## src/rtl/weight_load_sequencer_pkg.sv

```systemverilog
// -----------------------------------------------------------------------------
// weight_load_sequencer_pkg
//
// Shared definitions for the weight load sequencer:
//   - state_t        : sequencer state encoding (IDLE, LOAD, READY, SWEEP)
//   - DEFAULT_WIDTH  : default weight word width in bits
//   - DEFAULT_LENGTH : default number of weight words held in the store
// -----------------------------------------------------------------------------
package weight_load_sequencer_pkg;

  localparam int DEFAULT_WIDTH  = 32;
  localparam int DEFAULT_LENGTH = 10;

  typedef enum logic [1:0] {
    IDLE  = 2'd0,
    LOAD  = 2'd1,
    READY = 2'd2,
    SWEEP = 2'd3
  } state_t;

endpackage : weight_load_sequencer_pkg

```

## src/rtl/weight_load_sequencer_store.sv

```systemverilog
// -----------------------------------------------------------------------------
// memory_serial_store
//
// Serial-load weight memory. Each enabled cycle pushes 'stream' into address 0
// and moves every older word up by one address; the word at the top address
// falls off. Read-out is combinational from 'addr'.
//
// Ports:
//   clk     in   1          rising-edge clock
//   reset   in   1          synchronous active-high reset, clears every word
//   enable  in   1          shift 'stream' into the store this cycle
//   stream  in   width      word to shift in
//   addr    in   addr_size  read address
//   out     out  width      word at 'addr' (0 for addresses past the end)
// -----------------------------------------------------------------------------
module memory_serial_store #(
  parameter int width     = 32,
  parameter int length    = 10,
  parameter int addr_size = $clog2(length)
) (
  input  logic                 clk,
  input  logic                 reset,
  input  logic                 enable,
  input  logic [width-1:0]     stream,
  input  logic [addr_size-1:0] addr,
  output logic [width-1:0]     out
);

  localparam logic [addr_size-1:0] LAST_ADDR = addr_size'(length - 1);

  logic [width-1:0] r_mem [length];

  // NOTE: the array is cleared on reset because a stale load must never be
  // readable after reset; this keeps it in flops rather than a RAM macro,
  // which is fine for a store this small.
  // NOTE: every sequential assignment uses <=, so each word shifts from the
  // value its neighbour held before the edge, not the freshly written one.
  always_ff @(posedge clk) begin
    if (reset) begin
      for (int i = 0; i < length; i++) begin
        r_mem[i] <= '0;
      end
    end else if (enable) begin
      r_mem[0] <= stream;
      for (int i = 1; i < length; i++) begin
        r_mem[i] <= r_mem[i-1];
      end
    end
  end

  // Addresses beyond the last word read as zero instead of indexing past
  // the array when length is not a power of two.
  assign out = (addr <= LAST_ADDR) ? r_mem[addr] : '0;

endmodule : memory_serial_store

```

## src/rtl/weight_load_sequencer.sv

```systemverilog
// -----------------------------------------------------------------------------
// weight_load_sequencer
//
// Loads 'length' weight words from a valid/ready stream into a serial-load
// store, then on request sweeps the whole store back out in arrival order
// over a valid/ready output port. The store is untouched by a sweep, so it
// may be swept any number of times until the next load or reset.
//
// Ports:
//   clk        in   1      rising-edge clock
//   reset      in   1      synchronous active-high reset
//   start      in   1      begin a full load (honoured in IDLE and READY)
//   s_data     in   width  incoming load word
//   s_valid    in   1      s_data valid
//   s_ready    out  1      load word accepted (high throughout LOAD)
//   sweep_req  in   1      read back the whole store (honoured in READY)
//   out_data   out  width  read-back word, 0 when out_valid is low
//   out_valid  out  1      out_data valid (high throughout SWEEP)
//   out_ready  in   1      consumer accepts out_data
//   out_last   out  1      final word of a sweep
//   loaded     out  1      store holds a complete load (READY and SWEEP)
//   busy       out  1      sequencer in LOAD or SWEEP
// -----------------------------------------------------------------------------
module weight_load_sequencer
  import weight_load_sequencer_pkg::*;
#(
  parameter int width     = DEFAULT_WIDTH,
  parameter int length    = DEFAULT_LENGTH,
  parameter int addr_size = $clog2(length)
) (
  input  logic             clk,
  input  logic             reset,
  input  logic             start,
  input  logic [width-1:0] s_data,
  input  logic             s_valid,
  output logic             s_ready,
  input  logic             sweep_req,
  output logic [width-1:0] out_data,
  output logic             out_valid,
  input  logic             out_ready,
  output logic             out_last,
  output logic             loaded,
  output logic             busy
);

  // Address of the oldest word, i.e. where a sweep begins.
  localparam logic [addr_size-1:0] LAST_ADDR = addr_size'(length - 1);

  state_t               r_state;
  logic [addr_size-1:0] r_count;
  logic [addr_size-1:0] r_rd_addr;

  state_t               w_next_state;
  logic [addr_size-1:0] w_next_count;
  logic [addr_size-1:0] w_next_rd_addr;
  logic                 w_load_hs;
  logic                 w_out_hs;
  logic [width-1:0]     w_store_out;

  // Handshakes derive from state so they cannot fire outside their phase.
  assign w_load_hs = s_valid && s_ready;
  assign w_out_hs  = out_valid && out_ready;

  // ---------------------------------------------------------------------------
  // State register
  // ---------------------------------------------------------------------------
  always_ff @(posedge clk) begin
    if (reset) begin
      r_state   <= IDLE;
      r_count   <= '0;
      r_rd_addr <= '0;
    end else begin
      r_state   <= w_next_state;
      r_count   <= w_next_count;
      r_rd_addr <= w_next_rd_addr;
    end
  end

  // ---------------------------------------------------------------------------
  // Next-state logic
  // ---------------------------------------------------------------------------
  // NOTE: every variable gets a hold value before the case statement, so no
  // branch can leave one unassigned and infer a latch.
  always_comb begin
    w_next_state   = r_state;
    w_next_count   = r_count;
    w_next_rd_addr = r_rd_addr;

    case (r_state)
      IDLE: begin
        if (start) begin
          w_next_state = LOAD;
          w_next_count = '0;
        end
      end

      LOAD: begin
        if (w_load_hs) begin
          w_next_count = r_count + 1'b1;
          // The word accepted at count length-1 completes the load; s_ready
          // drops with the state change so no extra word is taken.
          if (r_count == LAST_ADDR) begin
            w_next_state = READY;
          end
        end
      end

      READY: begin
        // start outranks sweep_req when both arrive together.
        if (start) begin
          w_next_state = LOAD;
          w_next_count = '0;
        end else if (sweep_req) begin
          w_next_state   = SWEEP;
          w_next_rd_addr = LAST_ADDR;
        end
      end

      SWEEP: begin
        if (w_out_hs) begin
          // Address 0 is the newest word and ends the sweep; the address
          // stays at 0 rather than wrapping.
          if (r_rd_addr == '0) begin
            w_next_state = READY;
          end else begin
            w_next_rd_addr = r_rd_addr - 1'b1;
          end
        end
      end

      default: begin
        w_next_state = IDLE;
      end
    endcase
  end

  // ---------------------------------------------------------------------------
  // Outputs: purely state-derived, so they are glitch-free relative to inputs
  // and read as zero in IDLE (including throughout and after reset).
  // ---------------------------------------------------------------------------
  assign s_ready   = (r_state == LOAD);
  assign out_valid = (r_state == SWEEP);
  assign out_last  = (r_state == SWEEP) && (r_rd_addr == '0);
  assign out_data  = out_valid ? w_store_out : '0;
  assign loaded    = (r_state == READY) || (r_state == SWEEP);
  assign busy      = (r_state == LOAD) || (r_state == SWEEP);

  // ---------------------------------------------------------------------------
  // Weight store
  // ---------------------------------------------------------------------------
  memory_serial_store #(
    .width     (width),
    .length    (length),
    .addr_size (addr_size)
  ) u_store (
    .clk    (clk),
    .reset  (reset),
    .enable (w_load_hs),
    .stream (s_data),
    .addr   (r_rd_addr),
    .out    (w_store_out)
  );

endmodule : weight_load_sequencer

```

## config.mk

```make
export PLATFORM = sky130hd
export DESIGN_NAME = weight_load_sequencer
export DESIGN_NICKNAME = d
export VERILOG_FILES = /design/src/rtl/weight_load_sequencer_pkg.sv /design/src/rtl/weight_load_sequencer_store.sv /design/src/rtl/weight_load_sequencer.sv
export SDC_FILE = /design/constraint.sdc
export NUM_CORES = 1
export LEC_CHECK = 0
export CORE_ASPECT_RATIO = 1.5
export CORE_MARGIN = 2
export CORE_UTILIZATION = 50
export CTS_CLUSTER_SIZE = 40
export DETAILED_ROUTE_END_ITERATION = 6
export PLACE_DENSITY = 0.68
export SETUP_SLACK_MARGIN = 0.05
export SKIP_CTS_REPAIR_TIMING = 1
export SYNTH_ARGS = -nofsm -noshare
export SYNTH_HDL_FRONTEND = slang
export SYNTH_SLANG_ARGS = --single-unit
export TNS_END_PERCENT = 100
```

## constraint.sdc

```tcl
create_clock -name clk -period 11.4 [get_ports clk]
set_input_delay 2.28 -clock clk [delete_from_list [all_inputs] [get_ports clk]]
set_output_delay 2.28 -clock clk [all_outputs]
set_load 0.01 [all_outputs]
```

Yosys cells after proc, flatten, opt, wreduce, memory -nomap -nowiden
Memories as Yosys holds them, arrays and structs flattened. A register that Yosys moved wholly into a read port is not among the register bits.
Cells that the tools add are included.
{ "word_totals": {"ramBits": 320, "output_inout_bits": 37, "elab_cells": 79, "memories": 1, "inputBits": 38, "ff_bits": 10} }
{ "memory_table": {"columns": ["memory", "words", "width", "read_ports", "rd_clocked_by_memory_dff", "write_ports", "line_no", "text"], "rows": [
  ["u_store.r_mem", 10, 32, 10, 1, 10, "weight_load_sequencer_store.sv:31", "logic [width-1:0] r_mem [length];"]
]} }
{ "classes": {"eq_ne": 14, "bitwise_logic": 10, "magnitude_cmp": 1, "n_addsub": 2, "muxes": 35, "reduce_logical": 13} }
{ "op_table": {"columns": ["operator", "n"], "rows": [
  ["$mux W32", 12],
  ["$mux W4", 8],
  ["$pmux W4 S2", 2],
  ["$mux W2", 7],
  ["$ne A2 B1 Y1 const B", 5],
  ["$or A1 B1 Y1", 10],
  ["$ne A2 B2 Y1 const B", 4],
  ["$pmux W2 S4", 1],
  ["$reduce_and A6 Y1", 1],
  ["$mux W1", 5],
  ["$reduce_and A5 Y1", 1],
  ["$add A4 B1 Y4 const B", 1],
  ["$eq A2 B2 Y1 const B", 2],
  ["$eq A4 B4 Y1 const B", 1],
  ["$le A4 B4 Y1 const B", 1],
  ["$logic_not A4 Y1", 1],
  ["$reduce_bool A2 Y1", 2],
  ["$sub A4 B1 Y4 const B", 1],
  ["$logic_and A1 B1 Y1", 3],
  ["$ne A3 B3 Y1 const B", 1],
  ["$reduce_and A3 Y1", 1],
  ["$eq A2 B1 Y1 const B", 1],
  ["$logic_not A2 Y1", 1],
  ["$logic_or A1 B1 Y1", 2],
  ["$reduce_or A2 Y1", 1]
]} }

Depth between registers and ports, before layout
{ "depth": {"depth_word": 6, "ltp_mapped": 6, "mapped_depth_nobuf": 6} }

Hierarchy
A second synthesis with hierarchy kept.
{ "hier_totals": {"cells_unflattened": 1084, "hier_area_um2": 15315.9} }
{ "by_module_without_submodules": {"columns": ["module", "n_inst", "area_each_um2", "seq_area_each_um2", "cells_per_inst"], "rows": [
  ["memory_serial_store", 1, 14521.4, 9609.2, 977],
  ["weight_load_sequencer", 1, 794.5, 200.2, 107]
]} }

Worst setup path before layout
OpenSTA, ideal clock, no wires.
{ "synth_timing": {"path_type": "input to register", "start": "input reset", "end": "memory u_store.r_mem[0][0], enable pin", "path_buffers": 0, "path_stages": 1, "path_slack_ns": 0.734, "setup_ns": 0.742, "arrival_time_ns": 9.925, "t_required_ns": 10.658, "path_cell_list": "nand2b_1"} }
{ "synth_lines": {"columns": ["item", "line_no", "text"], "rows": [
  ["start: declaration", "weight_load_sequencer.sv:32", "input logic reset,"],
  ["end: declaration", "weight_load_sequencer_store.sv:31", null]
]} }

==> metrics <==
status=finished, final reports clean; Synth area leaders=edfxtp_1 63%, and2_1 15%, mux4_1 7.8%, mux4_2 7.6%, dfxtp_1 1.8%; wire length on met1=12.1 mm; min cycle time layout=6.02 ns; Remaining DRCs=0; f_max=0.166 GHz; Power per Cell Area=152 mW/mm²; CP Capture Type=output port; Port-buffer cells=74; Die H=217 µm; crit path cell chain=buf_4, mux4_1, mux4_2, and2_1, clkdlybuf4s50_1; post-route setup slack=5.38 ns; final-stage net count=1005; clock slew seen by the registers of the worst setup and hold paths=0.07 ns; min-delay src=u_store.r_mem[4][17]; slowest CP cell=buf_4; Top FF cell, synth=edfxtp_1; vias=7629; I/O Pins=75; Worst Path Arrival=3.74 ns; DP Worst Slack=5.55 ns; Iter 0 DRT Violations=681; Hold Vio Cnt, Final=0; Mapped Cells=911; post-synth top area share=63.3%; initial core utilization=50.5%; Setup CP Type=reg2out; clock sinks=334; Inst Count DP=1329; fin crit share=52.8%; worst hold margin=0.544 ns; final setup fails=0; Ant. Diodes=0; Tot Pwr=2.62 mW; setup TNS=0 ns; first-pass GRT wire length=43.0 mm; Synth Warn #=0; wire per inst=19.1 µm; Synthesized Nets=954; full die area=0.0318 mm²; most frequent cell after synthesis=and2_1; Worst EP required=9.12 ns; CP max FO=40; initial antenna violation count=0; number of max-cap violations=0; dominant cell type by area after synthesis=edfxtp_1; synthesis-stage register bit count=334; pin count of the biggest net entering global routing=321; Synth-to-Final Area Change=13.5%; Leakage=6.18 nW; sequential area share after synthesis=65.2%; met3 wire length=998 µm; number of flops mapped to enable cells by yosys=320; GRT Util Overall=16.9%; fin. max-slew vios=0; maximum clock path buffer count=3; top sig layer=met4; Filler cells=2427; Clock Skew=0.0112 ns; worst r2r src=r_state[0]; Chip Width=146 µm; ys async rst share=0%; Root Buffer=clkbuf_16; Avg Inst Size Synth=16.7 µm²; post-synthesis cell type count=37; RSZ-0062 raised after global routing=false; Rows=78; GRT overflow=0; crit-path max cell delay=0.70 ns; routed wl met2=12.8 mm; DP Wirelength=14.2 mm; Core ar.=0.0301 mm²; layout cells sized above 1=11.9%; maximum VDD drop=104 µV; Skew-Pair Late Insertion Delay=0.57 ns; First-pass DRT Iterations=5; synth cell count leaders=353 x and2_1, 320 x edfxtp_1, 51 x mux4_2, 49 x clkbuf_1, 45 x mux4_1; CTS Buf Count=31; worst hold path type=reg2reg; number of global-route vias before repair=7899; Routed Antenna Nets=0; Post-Syn Area=0.0152 mm²; non-filler cells, final=1387; via/cell ratio=5.50; DRT Wirelength=26.5 mm; H-tree depth=1; Slew HR=18.3%; CP Launch Type=register; Slew @ Worst Pin=1.23 ns; CTS tree=done; GP Congestion=0.724
kinds of logic (layout without fill, tap and decap cells):
kind of cell / Yosys count / in the layout / synth area share (%)
and+or+nand+nor: 389 / 389 / 15.7
muxes: 97 / 97 / 15.4
buffers and inverters: 69 / 145 / 2.42
adders and majority gates: 5 / 5 / 0.412
DFF: 334 / 334 / 65.2
xor gates and xnor gates: 2 / 2 / 0.115
AOI/OAI and AO/OA: 15 / 15 / 0.701
worst paths after layout:
| check | end | slack (ns) | depth (start not counted) |
|---|---|---|---|
| setup / recovery | out_data[16] | 5.38 | 5 |
| hold / removal | u_store.r_mem[5][17] | 0.54 | 1 |
| setup reg to reg | u_store.r_mem[6][15] | 7.98 | 4 |
| hold reg to reg | u_store.r_mem[5][17] | 0.54 | 1 |
routing by layer:
metal / up-vias / track usage [%]
li1: 3510 / -
met1: 3932 / 24.7
met2: 145 / 26.8
met3: 42 / 2.52
met4: 0 / 4.98
met5: - / 0
through the flow:
step,util [%],instance area (µm²)
global placement,53.8,16200
CTS,57.3,17200
finish,57.3,17200
floorplan,-,15200
global route,57.3,17200
detailed placement,53.8,16200
placed cells by master, fill, tap and decap left out, types with 7 or more instances in the layout:
master | netlist | layout
and2_1 | 353 | 353
edfxtp_1 | 320 | 320
clkdlybuf4s50_1 | 0 | 74
mux4_2 | 51 | 51
mux4_1 | 45 | 45
clkbuf_16 | 0 | 31
nor2_1 | 12 | 11
dfxtp_1 | 14 | 10
clkinv_2 | 0 | 7
buf_4 | 0 | 7
worst max-delay path: cells and delay by family, from the launching register on:
| kind | cells | cell delay, ns |
|---|---|---|
| buffers and inverters | 2 | 1.18 |
| flip-flops | 1 | 0.66 |
| multiplexers | 2 | 1.12 |
| AND/OR/NAND/NOR | 1 | 0.19 |
flip-flops by register name (all words and copies together) (netlist names), named ones only:
register	count
r_rd_addr	4
r_state	2
r_count	4
u_store.r_mem	320
power by group:
group	internal (mW)	switching [mW]	total [mW]
clock	0.613	0.457	1.07
sequential	1.42	0.0310	1.45
combinational	0.0474	0.0516	0.0989
total	2.08	0.540	2.62
final cells by class:
cell class | instances | area (µm²) | share of cell area, %
clock inverter | 24 | 260 | 1.51
sequential | 334 | 9900 | 57.5
inverter | 5 | 18.8 | 0.109
multi-input combinational | 508 | 4940 | 28.7
clock buffer | 34 | 787 | 4.57
tap | 400 | 500 | 2.91
timing repair buffer | 82 | 813 | 4.72
Note: power is estimated with default switching activity, not from simulation.
